## src/rtl/ram_access_ctrl.sv

```systemverilog
// Round-robin arbiter/sequencer sharing a single-port registered-read RAM
// between an instruction-fetch port (I) and a load/store port (D).
module ram_access_ctrl #(
  parameter int DEPTH = 16,
  parameter int AW    = 32
) (
  input  logic          clk,
  input  logic          rst,
  input  logic          i_req,
  input  logic [AW-1:0] i_addr,
  output logic          i_done,
  output logic          i_err,
  output logic [31:0]   i_rdata,
  input  logic          d_req,
  input  logic          d_we,
  input  logic [AW-1:0] d_addr,
  input  logic [31:0]   d_wdata,
  output logic          d_done,
  output logic          d_err,
  output logic [31:0]   d_rdata,
  output logic          read_ram,
  output logic          write_ram,
  output logic [AW-1:0] ram_addr,
  output logic [31:0]   ram_write_data,
  input  logic [31:0]   ram_out,
  output logic          busy
);

  localparam logic [1:0] IDLE = 2'd0;
  localparam logic [1:0] CMD  = 2'd1;
  localparam logic [1:0] RESP = 2'd2;

  localparam logic PORT_I = 1'b0;
  localparam logic PORT_D = 1'b1;

  logic [1:0]    state_q, state_d;
  logic          last_gnt_q, last_gnt_d;
  logic          owner_q, owner_d;
  logic          we_q, we_d;
  logic          oor_q, oor_d;
  logic          read_ram_q, read_ram_d;
  logic          write_ram_q, write_ram_d;
  logic [AW-1:0] ram_addr_q, ram_addr_d;
  logic [31:0]   ram_wdata_q, ram_wdata_d;

  logic          i_elig, d_elig, grant_en, gnt_is_d;
  logic          sel_we, sel_oor;
  logic [AW-1:0] sel_addr;

  // During RESP the current owner is excluded so the other port gets the next slot.
  assign i_elig   = i_req && !(state_q == RESP && owner_q == PORT_I);
  assign d_elig   = d_req && !(state_q == RESP && owner_q == PORT_D);
  assign grant_en = (state_q == IDLE || state_q == RESP) && (i_elig || d_elig);
  assign gnt_is_d = d_elig && (!i_elig || last_gnt_q == PORT_I);

  assign sel_addr = gnt_is_d ? d_addr : i_addr;
  assign sel_we   = gnt_is_d && d_we;
  assign sel_oor  = sel_addr >= AW'(DEPTH);

  always_comb begin
    state_d     = state_q;
    last_gnt_d  = last_gnt_q;
    owner_d     = owner_q;
    we_d        = we_q;
    oor_d       = oor_q;
    read_ram_d  = 1'b0;
    write_ram_d = 1'b0;
    ram_addr_d  = '0;
    ram_wdata_d = '0;

    case (state_q)
      CMD:     state_d = RESP;
      IDLE,
      RESP:    state_d = IDLE;
      default: state_d = IDLE;
    endcase

    if (grant_en) begin
      state_d     = CMD;
      owner_d     = gnt_is_d;
      last_gnt_d  = gnt_is_d;
      we_d        = sel_we;
      oor_d       = sel_oor;
      // Out-of-range commands are suppressed entirely at the RAM.
      read_ram_d  = !sel_oor && !sel_we;
      write_ram_d = !sel_oor && sel_we;
      ram_addr_d  = sel_oor ? '0 : sel_addr;
      ram_wdata_d = (!sel_oor && sel_we) ? d_wdata : '0;
    end
  end

  always_ff @(posedge clk) begin
    if (rst) begin
      state_q     <= IDLE;
      last_gnt_q  <= PORT_I;
      owner_q     <= PORT_I;
      we_q        <= 1'b0;
      oor_q       <= 1'b0;
      read_ram_q  <= 1'b0;
      write_ram_q <= 1'b0;
      ram_addr_q  <= '0;
      ram_wdata_q <= '0;
    end else begin
      state_q     <= state_d;
      last_gnt_q  <= last_gnt_d;
      owner_q     <= owner_d;
      we_q        <= we_d;
      oor_q       <= oor_d;
      read_ram_q  <= read_ram_d;
      write_ram_q <= write_ram_d;
      ram_addr_q  <= ram_addr_d;
      ram_wdata_q <= ram_wdata_d;
    end
  end

  assign read_ram       = read_ram_q;
  assign write_ram      = write_ram_q;
  assign ram_addr       = ram_addr_q;
  assign ram_write_data = ram_wdata_q;
  assign busy           = state_q != IDLE;

  // RAM read data arrives during RESP, so response data is steered combinationally.
  assign i_done  = state_q == RESP && owner_q == PORT_I;
  assign i_err   = i_done && oor_q;
  assign i_rdata = (i_done && !oor_q) ? ram_out : 32'd0;
  assign d_done  = state_q == RESP && owner_q == PORT_D;
  assign d_err   = d_done && oor_q;
  assign d_rdata = (d_done && !oor_q && !we_q) ? ram_out : 32'd0;

endmodule

```

## config.mk

```make
export PLATFORM = sky130hd
export DESIGN_NAME = ram_access_ctrl
export DESIGN_NICKNAME = d
export VERILOG_FILES = /design/src/rtl/ram_access_ctrl.sv
export SDC_FILE = /design/constraint.sdc
export NUM_CORES = 1
export LEC_CHECK = 0
export CORE_AREA = 2 2 103 105
export CTS_CLUSTER_DIAMETER = 200
export CTS_CLUSTER_SIZE = 10
export DETAILED_ROUTE_END_ITERATION = 8
export DIE_AREA = 0 0 105 107
export DONT_BUFFER_PORTS = 1
export PLACE_DENSITY = 0.47
export RECOVER_POWER = 50
export SLEW_MARGIN = 20
export SYNTH_ARGS = -nofsm -noshare
export SYNTH_HDL_FRONTEND = slang
export SYNTH_SLANG_ARGS = --single-unit
```

## constraint.sdc

```tcl
create_clock -name clk -period 3.3 [get_ports clk]
set_clock_uncertainty 0.2 [all_clocks]
set_input_delay 0.66 -clock clk [delete_from_list [all_inputs] [get_ports clk]]
set_output_delay 0.66 -clock clk [all_outputs]
set_load 0.005 [all_outputs]
```

# Word-level counts from Yosys, hierarchy flattened
# Cells that the tools add are included.
# op_classes
eq_ne	2
bitwise_logic	3
n_mux	5
n_lt_le_gt_ge	1
n_reduce_logical	30
# op_table
operator	n
two-way mux 32 bit	3
greater-or-equal comparator 32 x 5 -> 1 bit, second input constant	1
logical AND 1 bit	14
logical NOT 1 bit	7
OR reduction 3 bit	2
OR reduction 2 bit	2
logical OR 1 bit	3
NOT 1 bit	3
equality test 2 x 1 -> 1 bit, second input constant	1
equality test 2 bit, second input constant	1
logical NOT 2 bit	1
two-way mux 2 bit	1
nonzero test 2 bit	1
two-way mux 1 bit	1
# word_totals
wordCells	50
reg_bits	71
out_inout_bits	135
input_bits	133

# Logic depth before layout (Yosys ltp)
# Gate-level depths: netlist of the first run.
# depth
ltp_word	13
mapped_depth	7
depth_no_buf	5

# Least setup slack after synthesis of the first run
# Ideal clock, no wire load.
# synth_timing
kind	reg-to-output
start	reg state_q[1]
end	out d_rdata[10]
path_stages_with_launch	6
required_time_ns	2.440
slack_ns	1.198
arrival_ns	1.242
n_path_buf	1
cell_sequence	dfxtp_1 and2b_1 and2_1 nor3b_2 clkbuf_2 and2_1
# synth_between
elab_chain_cells	5
# synth_rtl
item	line_no	rtl
from (decl)	36	logic [1:0] state_q, state_d;
from (signal assigned)	104	state_q <= state_d;
equality test 2 bit	126	assign d_done = state_q == RESP && owner_q == PORT_D;
logical AND 1 bit	126	
named net d_done	18	output logic d_done,
logical AND 1 bit (2 in series)	128	assign d_rdata = (d_done && !oor_q && !we_q) ? ram_out : 32'd0;
two-way mux 32 bit	128	
to (decl)	20	output logic [31:0] d_rdata,
# The timed path passes the listed nets, and every way through them passes these cells.

# Worst setup path after layout of the first run
# layout_timing
start	reg state_q[1]
end	out d_rdata[8]
# Same word-level chain as after synthesis.

==> results of run 1 <==
logic make-up after synthesis:
logic type | count (synthesis) | synth area share, %
buf+inv | 13 | 3.19
flops | 71 | 57.6
compound gates | 14 | 4.41
other cells | 1 | 0.152
simple gates | 137 | 34.7
area by class of cell:
class                   count  area, um2
clock buffers               9        124
multi-input cells         179       1070
diodes                      1       2.50
inverters                   3       11.3
well taps                 136        170
repair buffers              2       15.0
flip-flops and latches     71       1420
clock inverters             7       56.3
fillers                  1100       7220
cell usage after synthesis, drive strengths merged:
library cell	count
nor4	14
dfxtp	71
or2	2
a22o	4
nor2	3
o22ai	1
and2	99
a21o	1
a211o	1
nor3	4
and4	1
buf	4
o21a	1
nand2	4
conb	1
nand3	2
nand2b	2
and2b	1
clkbuf	6
nor3b	1
and3	2
a311oi	1
nand4	2
inv	3
a21oi	3
o21ai	2
state kept, by name (all words and copies together) (netlist names):
| signal | count |
|---|---|
| oor_q | 1 |
| read_ram | 1 |
| state_q | 2 |
| ram_addr | 32 |
| owner_q | 1 |
| ram_write_data | 32 |
| write_ram | 1 |
| we_q | 1 |
routing by layer:
| metal | track usage [%] | share of wire [%] | up-vias |
|---|---|---|---|
| li1 | - | - | 800 |
| met1 | 10.4 | 35 | 762 |
| met5 | 0 | 0 | - |
| met2 | 19.2 | 51 | 151 |
| met4 | 4.57 | 2.2 | 0 |
| met3 | 5.53 | 12 | 11 |
per-stage QoR:
stage	util [%]	hold WS [ns]
5_1_grt	28.5	0.150
4_1_cts	28.5	0.150
3_3_place_gp	26.7	0.292
3_5_place_dp	26.7	0.310
2_1_floorplan	-	0.264
6_report	28.5	0.177
power by group through the flow:
stage | Combinational (mW) | Sequential, mW | Clock, mW
3_3_place_gp | 0.0487 | 0.917 | 0
3_5_place_dp | 0.0485 | 0.917 | 0
5_1_grt | 0.0558 | 0.899 | 0.675
6_report | 0.0482 | 0.897 | 0.614
2_1_floorplan | 0.0447 | 0.910 | 0
4_1_cts | 0.0487 | 0.897 | 0.644
how the worst min path moves through the flow:
stage / startpoint / end / cells past startpoint
6_report: rst / oor_q / 1
5_1_grt: rst / we_q / 1
4_1_cts: rst / oor_q / 1
3_5_place_dp: state_q[1] / state_q[1] / 1
3_3_place_gp: state_q[1] / state_q[1] / 1
2_1_floorplan: state_q[1] / state_q[1] / 1
==> summary.md, run 1 <==
| Metric | Value |
|---|---|
| Run status | finished, final reports clean |
| Ordered list of cells on the worst path | and2b_1, and2_1, nor3b_2, buf_4, and2_1 |
| Category of the worst setup path capture point | primary output |
| Die height | around 110 um |
| First-pass GRT wire length | approximately 9 mm |
| Part of the total power dissipated in combinational logic | between 3 and 4% |
| Power per cell area | 542 mW/mm2 |
| DRT antenna net count | 0 |
| Clock Path Buffers | 2 |
| Worst-Margin Slew | approximately 0.87 ns |
| Number of instances in the synthesized netlist | 236 |
| Fraction of layout cells with a size suffix above 1 | a little under a tenth |
| Detailed router's first-iteration violation count | 57 |
| FF-to-FF Start | owner_q |
| Slowest cell on crit path | sky130_fd_sc_hd__dfxtp_1 |
| Root buffer selected by CTS | sky130_fd_sc_hd__clkbuf_8 |
| Inst Count DP | ~390 |
| Final non-filler cell total | around 410 |
| Length in cells of the worst reg-to-reg path | 5 |
| Total number of clock tree sinks | 71 |
| H-tree level count | 3 |
| Core Area | 0.0101 mm2 |
| Max VDD drop | 0.174 mV |
| Worst slew margin relative to its limit | 42.2% |
| Starting utilization of the core area | approximately a quarter |
| Total length of routed wires | between 6 and 7 mm |
| Logic depth of the worst setup path including buffers | 5 |
| Share of total power in sequential cells | between 50% and 60% |
| Final Setup Violations | 0 |
| P_sw | around 380 uW |
| Maximum Capacitance Violations | 0 |
| Crit path max-delay family | simple AND/OR/NAND/NOR gates |
| Worst slack at placement | approximately 1.1 ns |
| TritonCTS clock tree | done |
| Min Tclk post-route | 2.58 ns |
| Internal power component | about 1.2 mW |
| Period utilisation layout | approximately four fifths |
| Hold Fails Final Rpt | 0 |
| Count of buffers from port buffering | 0 |
| Endpoint of the most critical setup path | d_rdata[8] |
| Path type of the worst setup path | reg2out |
| Commonest non-fill, non-tap cell in the layout | sky130_fd_sc_hd__and2_1 |
| Post-CTS Repair Setup Buffers | 0 |
| Unrepaired setup endpoints after global routing | no |
| Most frequent CP cell | sky130_fd_sc_hd__and2_1 |
| Area grow syn2layout | 16.4% |
| Number of buffer and inverter instances along the worst setup path | 1 |
| Leakage component of the power | around 1.2 nW |
| Iteration count of the initial detailed-routing pass | 3 |
| Distinct cells, synth | 31 |
| Last weighted congestion value of the routability-driven placer | roughly 0.84 |
| End of the worst register-to-register path | ram_write_data[14] |
| Post-synth top area cell | sky130_fd_sc_hd__dfxtp_1 |
| Launching element type of the critical path | flip-flop |
| Cells taking the most area after synthesis | sky130_fd_sc_hd__dfxtp_1 58%, sky130_fd_sc_hd__and2_1 25%, sky130_fd_sc_hd__nor4_1 3.5%, sky130_fd_sc_hd__a22o_1 1.4%, sky130_fd_sc_hd__buf_6 1.4% |
| Leading cell types in the layout, fill and taps excluded | 94 x sky130_fd_sc_hd__and2_1, 71 x sky130_fd_sc_hd__dfxtp_1, 28 x sky130_fd_sc_hd__conb_1 |
| I/O pins | about 270 |
| Average detailed-routed wire length per instance | between 15 and 20 um |
| Clock input transition at the sequential cells of the worst setup and hold paths | about 0.080 ns |
| Post-detailed-route via-to-cell ratio | 4.23 |
| Source of the critical timing path | state_q[1] |
| Total vias in the final route | between 1500 and 2000 |
| Clock latency reported for the late side of the worst-skew pair | between 0.3 and 0.4 ns |
| Total count of max-transition violations in the final report | 0 |
| Netlist Area Pre-Place | roughly 0.0025 mm2 |
| R2r setup slk | around 1.1 ns |
| F_max | between 0.3 and 0.4 GHz |
| Die area | 0.0112 mm2 |
| Final TNS setup | 0 ns |
| Syn. warnings | 0 |
| GR Overflow Total | 0 |
| Overall track demand over capacity in global routing | between 10% and 20% |
| Sequential element share of the synthesized area | 57.6% |
| Final layout net count | approximately 400 |
| CP max FO | 32 |
| Antenna violations before repair | 1 |
| Post-synthesis average cell area | around 10 um2 |
| TritonCTS Buffers | 9 |
| Number of register bits inferred by synthesis | between 70 and 80 |
| Cell area after placement | roughly 0.0027 mm2 |
| Die X-Extent | approximately 110 um |
| Fraction of post-synthesis cell area in the top cell type by area | between 50% and 60% |
| Worst-case setup margin in the final layout | around 0.72 ns |
| Clock network fraction of total power | between 30% and 40% |
| Number of hold buffers added after cts | 0 |
| Number of global-route vias before repair | roughly 1700 |
| Dpl hpwl | around 5.4 mm |
| Required time of the worst setup path | between 2 and 2.5 ns |
| Switching part of the total power | roughly 24% |
| Pin count of the biggest net entering global routing | 34 |
| Critical Path AT | 1.72 ns |
| Power Total | around 1.6 mW |
| Count of cells resized by post-cts repair | 0 |
| Remaining DRCs | 0 |
| Slowest cell delay on critical path | between 0.4 and 0.5 ns |
| FP Rows | 37 |
| Tightest Hold Check Type | in2reg |
| Summed area of non-filler cells in the final layout | roughly 0.0029 mm2 |
No activity file was read; power rests on OpenSTA's default activity.
==> run 2: changes to the inputs <==
Clock period 3.3 ns to 2.6 ns, I/O delays scaled along.
==> summary.md, run 2 (synthesized netlist as in run 1, its figures left out) <==
| Metric | Value |
|---|---|
| Detailed router's first-iteration violation count | 54 (-5.3%) |
| I/O pins | 268 (unchanged) |
| Period utilisation layout | slightly above 90% |
| F_max | around 0.41 GHz |
| Leakage component of the power | 1.19 nW (-0.15%) |
| Power per cell area | 690 mW/mm2 (+27%) |
| First-pass GRT wire length | 9.18 mm (+0.14%) |
| Area grow syn2layout | 16.4% (unchanged) |
| Worst slew margin relative to its limit | 42.8% (+0.64 points) |
| TritonCTS Buffers | 9 (unchanged) |
| Commonest non-fill, non-tap cell in the layout | sky130_fd_sc_hd__and2_1 |
| Worst-Margin Slew | 0.858 ns (-0.00958 ns) |
| Clock input transition at the sequential cells of the worst setup and hold paths | 0.09 ns (about the same) |
| DRT antenna net count | 0 (unchanged) |
| Leading cell types in the layout, fill and taps excluded | 95 x sky130_fd_sc_hd__and2_1, 71 x sky130_fd_sc_hd__dfxtp_1, 28 x sky130_fd_sc_hd__conb_1 |
| Total number of clock tree sinks | 71 (unchanged) |
| Antenna violations before repair | 0 (-1) |
| Post-detailed-route via-to-cell ratio | 4.26 (+0.89%) |
| CP max FO | 32 (unchanged) |
| Count of inserted antenna diode cells | 0 (-1) |
| Die X-Extent | 105 um (unchanged) |
| Count of buffers from port buffering | 0 (unchanged) |
| Tightest Hold Check Type | in2reg |
| Die area | 0.0112 mm2 (unchanged) |
| Average detailed-routed wire length per instance | 16.1 um (+0.81%) |
| Clock latency reported for the late side of the worst-skew pair | 0.34 ns (about the same) |
| Worst-case setup margin in the final layout | 0.182 ns (-0.534 ns) |
| Unrepaired setup endpoints after global routing | no |
| Category of the worst setup path capture point | primary output |
| Total vias in the final route | 1735 (+0.64%) |
| Hold Fails Final Rpt | 0 (unchanged) |
| Min Tclk post-route | 2.42 ns |
| Remaining DRCs | 0 (unchanged) |
| Run status | finished, final reports clean |
| Post-CTS Repair Setup Buffers | 0 (unchanged) |
| Pin count of the biggest net entering global routing | 34 (unchanged) |
| Finished Core Util | 28.5% (unchanged) |
| Die height | 107 um (unchanged) |
| Maximum Capacitance Violations | 0 (unchanged) |
| FILL cells | 1098 (-0.18%) |
| Starting utilization of the core area | 24.5% (unchanged) |
| Dpl hpwl | 5.34 mm (-0.18%) |
| Fraction of layout cells with a size suffix above 1 | 9.23% (unchanged) |
| TritonCTS clock tree | done |
| H-tree level count | 3 (unchanged) |
| Last weighted congestion value of the routability-driven placer | 0.842 (about the same) |
| Critical Path AT | 1.70 ns (-0.02 ns) |
| Root buffer selected by CTS | sky130_fd_sc_hd__clkbuf_8 |
| Launching element type of the critical path | flip-flop |
| Clock Path Buffers | 2 (unchanged) |
| Final TNS setup | 0 ns (unchanged) |
| Required time of the worst setup path | 1.88 ns (-0.56 ns) |
| Total count of max-transition violations in the final report | 0 (unchanged) |
| Final Setup Violations | 0 (unchanged) |
| Number of global-route vias before repair | 1652 (-0.54%) |
| Iteration count of the initial detailed-routing pass | 3 (unchanged) |
| GR Overflow Total | 0 (unchanged) |
| Max VDD drop | 0.256 mV (+48%) |
| Path type of the worst setup path | reg2out |
| Core Area | 0.0101 mm2 (unchanged) |
| Final layout net count | 399 (unchanged) |
| Worst slack at placement | 0.507 ns (-0.569 ns) |
| FP Rows | 37 (unchanged) |
| Total length of routed wires | 6.56 mm (+0.57%) |
| Overall track demand over capacity in global routing | 10.8% (+0.030 points) |
==> run 2: cell count changes in the layout (fill, tap and decap cells not counted), sizes merged <==
cell	before	now
clkinv	4	2
clkinvlp	1	2
diode	1	0
inv	5	6
==> run 2: final timing paths <==
check | from | end | slack, ns | cells after the start
worst max-delay path | state_q[1] | d_rdata[8] | 0.18 | 5
worst min-delay path | rst | oor_q | 0.04 | 1
worst min register to register | state_q[1] | state_q[1] | 0.31 | 1
worst max register to register | state_q[0] | ram_write_data[14] | 0.38 | 5
==> run 2: repair_timing <==
| action | in CTS | in global routing |
|---|---|---|
| endpoints found under the setup margin | 0 | 9 |
| resized for setup | 0 | 1 |
| hold buffers | 0 | 0 |
==> run 2: critical path, cell delays in order, from the launching register on <==
cell and delay (ns):
sky130_fd_sc_hd__dfxtp_1 0.41, sky130_fd_sc_hd__and2b_1 0.20, sky130_fd_sc_hd__and2_1 0.17, sky130_fd_sc_hd__nor3b_2 0.19, sky130_fd_sc_hd__buf_6 0.21, sky130_fd_sc_hd__and2_1 0.18
==> run 2: power by group <==
| part | internal, mW | total, mW | switching [mW] |
|---|---|---|---|
| sequential | 1.12 | 1.14 | 0.0214 |
| combinational | 0.0270 | 0.0617 | 0.0347 |
| clock | 0.356 | 0.781 | 0.426 |
==> run 2: area by class of cell <==
type	instances	area (um2)	area share, %
Clock inverter	7	55.1	1.92
Sequential cell	71	1420	49.5
Multi-Input combinational cell	179	1070	37.3
Tap cell	136	170	5.92
Timing Repair Buffer	2	18.8	0.653
Inverter	3	11.3	0.392
Clock buffer	9	124	4.31
==> run 2: per-layer routing <==
| metal | vias to the layer above | global-route usage, % | wire (um) |
|---|---|---|---|
| met5 | - | 0 | 0 |
| li1 | 799 | - | - |
| met2 | 146 | 19.4 | 3420 |
| met1 | 784 | 10.8 | 2300 |
| met3 | 6 | 5.35 | 767 |
| met4 | 0 | 3.71 | 73 |
==> run 2: metrics by stage <==
| stage | area, um2 | total power, mW | hold slack [ns] | cells |
|---|---|---|---|---|
| 3_5_place_dp | 2690 | 1.23 | 0.307 | 391 |
| 5_1_grt | 2870 | 2.08 | 0.00730 | 407 |
| 4_1_cts | 2870 | 2.02 | 0.00707 | 407 |
| 3_3_place_gp | 2690 | 1.23 | 0.292 | 391 |
| 2_1_floorplan | 2570 | 1.21 | 0.264 | 263 |
| 6_report | 2870 | 1.98 | 0.0361 | 407 |
==> run 3: changes to the inputs <==
Clock period 2.6 ns to 2.3 ns, I/O delays scaled along.
==> summary.md, run 3 (synthesized netlist as in run 1, its figures left out) <==
| Metric | Value |
|---|---|
| Run status | finished, violations left |
| Violations in the final reports | setup timing |
| Period utilisation layout | 101% |
| Final layout net count | 405 (+1.5%) |
| TritonCTS clock tree | done |
| Source of the critical timing path | state_q[0] |
| Internal power component | 1.95 mW (+30%) |
| Category of the worst setup path capture point | primary output |
| Final TNS setup | -0.297 ns (-0.297 ns) |
| Clock network fraction of total power | 44.8% (+5.4 points) |
| Starting utilization of the core area | 24.5% (unchanged) |
| Overall track demand over capacity in global routing | 11.4% (+0.64 points) |
| Last weighted congestion value of the routability-driven placer | 0.836 (-0.69%) |
| TritonCTS Buffers | 9 (unchanged) |
| Detailed router's first-iteration violation count | 50 (-7.4%) |
| Logic depth of the worst setup path including buffers | 6 (+1) |
| Finished Core Util | 30.5% (+2.1 points) |
| Leading cell types in the layout, fill and taps excluded | 68 x sky130_fd_sc_hd__dfxtp_1, 66 x sky130_fd_sc_hd__and2_1, 33 x sky130_fd_sc_hd__and2_4 |
| Length in cells of the worst reg-to-reg path | 5 (unchanged) |
| Remaining DRCs | 0 (unchanged) |
| DRT antenna net count | 0 (unchanged) |
| Slowest cell delay on critical path | 0.34 ns (-0.07 ns) |
| Ordered list of cells on the worst path | and2b_2, and2_4, nor3b_4, buf_6, buf_8, and2_4 |
| Cell area after placement | 0.00269 mm2 (unchanged) |
| Final non-filler cell total | 413 (+1.5%) |
| Number of buffer and inverter instances along the worst setup path | 2 (+1) |
| Required time of the worst setup path | 1.64 ns (-0.24 ns) |
| Iteration count of the initial detailed-routing pass | 3 (unchanged) |
| Switching part of the total power | 21.6% (-2.7 points) |
| Count of buffers from port buffering | 0 (unchanged) |
| Endpoint of the most critical setup path | d_rdata[9] |
| Final Setup Violations | 32 (+32) |
| End of the worst register-to-register path | ram_write_data[14] |
| I/O pins | 268 (unchanged) |
| Fraction of layout cells with a size suffix above 1 | 24.2% (+15 points) |
| Die height | 107 um (unchanged) |
| Clock input transition at the sequential cells of the worst setup and hold paths | 0.08 ns (about the same) |
| Total number of clock tree sinks | 71 (unchanged) |
| Die area | 0.0112 mm2 (unchanged) |
| Worst-case setup margin in the final layout | -0.0142 ns (-0.196 ns) |
| Post-detailed-route via-to-cell ratio | 4.26 (about the same) |
| Area grow syn2layout | 24.9% |
| Commonest non-fill, non-tap cell in the layout | sky130_fd_sc_hd__dfxtp_1 |
| Root buffer selected by CTS | sky130_fd_sc_hd__clkbuf_8 |
| Total vias in the final route | 1760 (+1.4%) |
| Part of the total power dissipated in combinational logic | 3.3% (+0.2 points) |
| Tightest Hold Check Type | in2reg |
| Most frequent CP cell | sky130_fd_sc_hd__and2_4 |
| Die X-Extent | 105 um (unchanged) |
| Critical Path AT | 1.65 ns (-0.05 ns) |
| H-tree level count | 3 (unchanged) |
| GR Overflow Total | 0 (unchanged) |
| FP Rows | 37 (unchanged) |
| Unrepaired setup endpoints after global routing | yes |
| Launching element type of the critical path | flip-flop |
| Inst Count DP | 391 (unchanged) |
| Crit path max-delay family | simple AND/OR/NAND/NOR gates |
| Dpl hpwl | 5.36 mm (+0.34%) |
| Core Area | 0.0101 mm2 (unchanged) |
| Maximum Capacitance Violations | 0 (unchanged) |
| P_sw | 535 uW (+11%) |
| Hold Fails Final Rpt | 0 (unchanged) |
| Number of global-route vias before repair | 1724 (+4.4%) |
| Worst slack at placement | 0.267 ns (-0.240 ns) |
| Antenna violations before repair | 0 (unchanged) |
| Slowest cell on crit path | sky130_fd_sc_hd__dfxtp_2 |
| Min Tclk post-route | 2.31 ns |
| Power per cell area | 805 mW/mm2 (+17%) |
| Path type of the worst setup path | reg2out |
| Clock latency reported for the late side of the worst-skew pair | 0.34 ns (about the same) |
| Pin count of the biggest net entering global routing | 34 (unchanged) |
| F_max | 0.432 GHz |
| Leakage component of the power | 1.30 nW (+9.0%) |
| CP max FO | 8 (-75%) |
| Total length of routed wires | 7.06 mm (+7.6%) |
| Share of total power in sequential cells | 51.9% (-5.5 points) |
| Max VDD drop | 0.406 mV (+58%) |
| Total count of max-transition violations in the final report | 0 (unchanged) |
| First-pass GRT wire length | 9.62 mm (+4.7%) |
| Clock Path Buffers | 2 (unchanged) |
| Average detailed-routed wire length per instance | 17.1 um (+6.0%) |
| FF-to-FF Start | owner_q |
| Summed area of non-filler cells in the final layout | 0.00308 mm2 (+7.3%) |
| Count of inserted antenna diode cells | 0 (unchanged) |
| R2r setup slk | 0.40 ns (+0.02 ns) |
run 3: changes by cell type in the layout (fill, tap and decap cells not counted), sizes merged:
cell         before  now
buf               2    7
bufinv            0    2
clkbuf            9   10
clkinv            2    1
dlygate4sd3       0    1
inv               6    4
run 3: final cells by class:
type	count	area, um2
multi-input cells	179	1150
clock buffers	10	138
repair buffers	8	92.6
fillers	1089	7010
flip-flops and latches	71	1430
well taps	136	170
inverters	3	11.3
clock inverters	6	92.6
run 3: metal layers:
layer  track usage, %  up-vias  part of all wire [%]  wire, um
met2             21.6      155                    53      3750
li1                 -      807                     -         -
met5                0        -                     0         0
met1             10.8      789                    34      2390
met4             4.29        0                   1.8       127
met3             5.11        9                    11       796
run 3: how the worst min path moves through the flow:
stage                           from    endpoint  slack (ns)  depth (start not counted)
after floorplan           state_q[1]  state_q[1]        0.26                          1
after global placement    state_q[1]  state_q[1]        0.29                          1
after detailed placement  state_q[1]  state_q[1]        0.30                          1
after CTS                      i_req     owner_q       0.006                          1
after global routing           i_req     owner_q       0.009                          1
final                          i_req     owner_q        0.03                          1
run 3: timing repair:
item / 4_1_cts / 5_1_grt
setup buffers: 2 / 0
setup endpoints to repair: 32 / 32
gates resized for setup: 42 / 7
hold endpoints to repair: 5 / 0
hold buffers: 1 / 0
pin swaps: 25 / 7
cloned: 3 / 0
run 3: through the flow:
stage,hold WS (ns),power [mW]
4_1_cts,0.00601,2.52
3_3_place_gp,0.293,1.39
3_5_place_dp,0.300,1.39
5_1_grt,0.00942,2.57
6_report,0.0267,2.48
2_1_floorplan,0.264,1.37
run 3: power groups by stage:
stage	sequential, mW	combinational, mW	clock, mW
global route	1.29	0.0912	1.19
detailed placement	1.32	0.0697	0
global placement	1.32	0.0699	0
CTS	1.29	0.0828	1.15
floorplan	1.30	0.0642	0
finish	1.29	0.0809	1.11
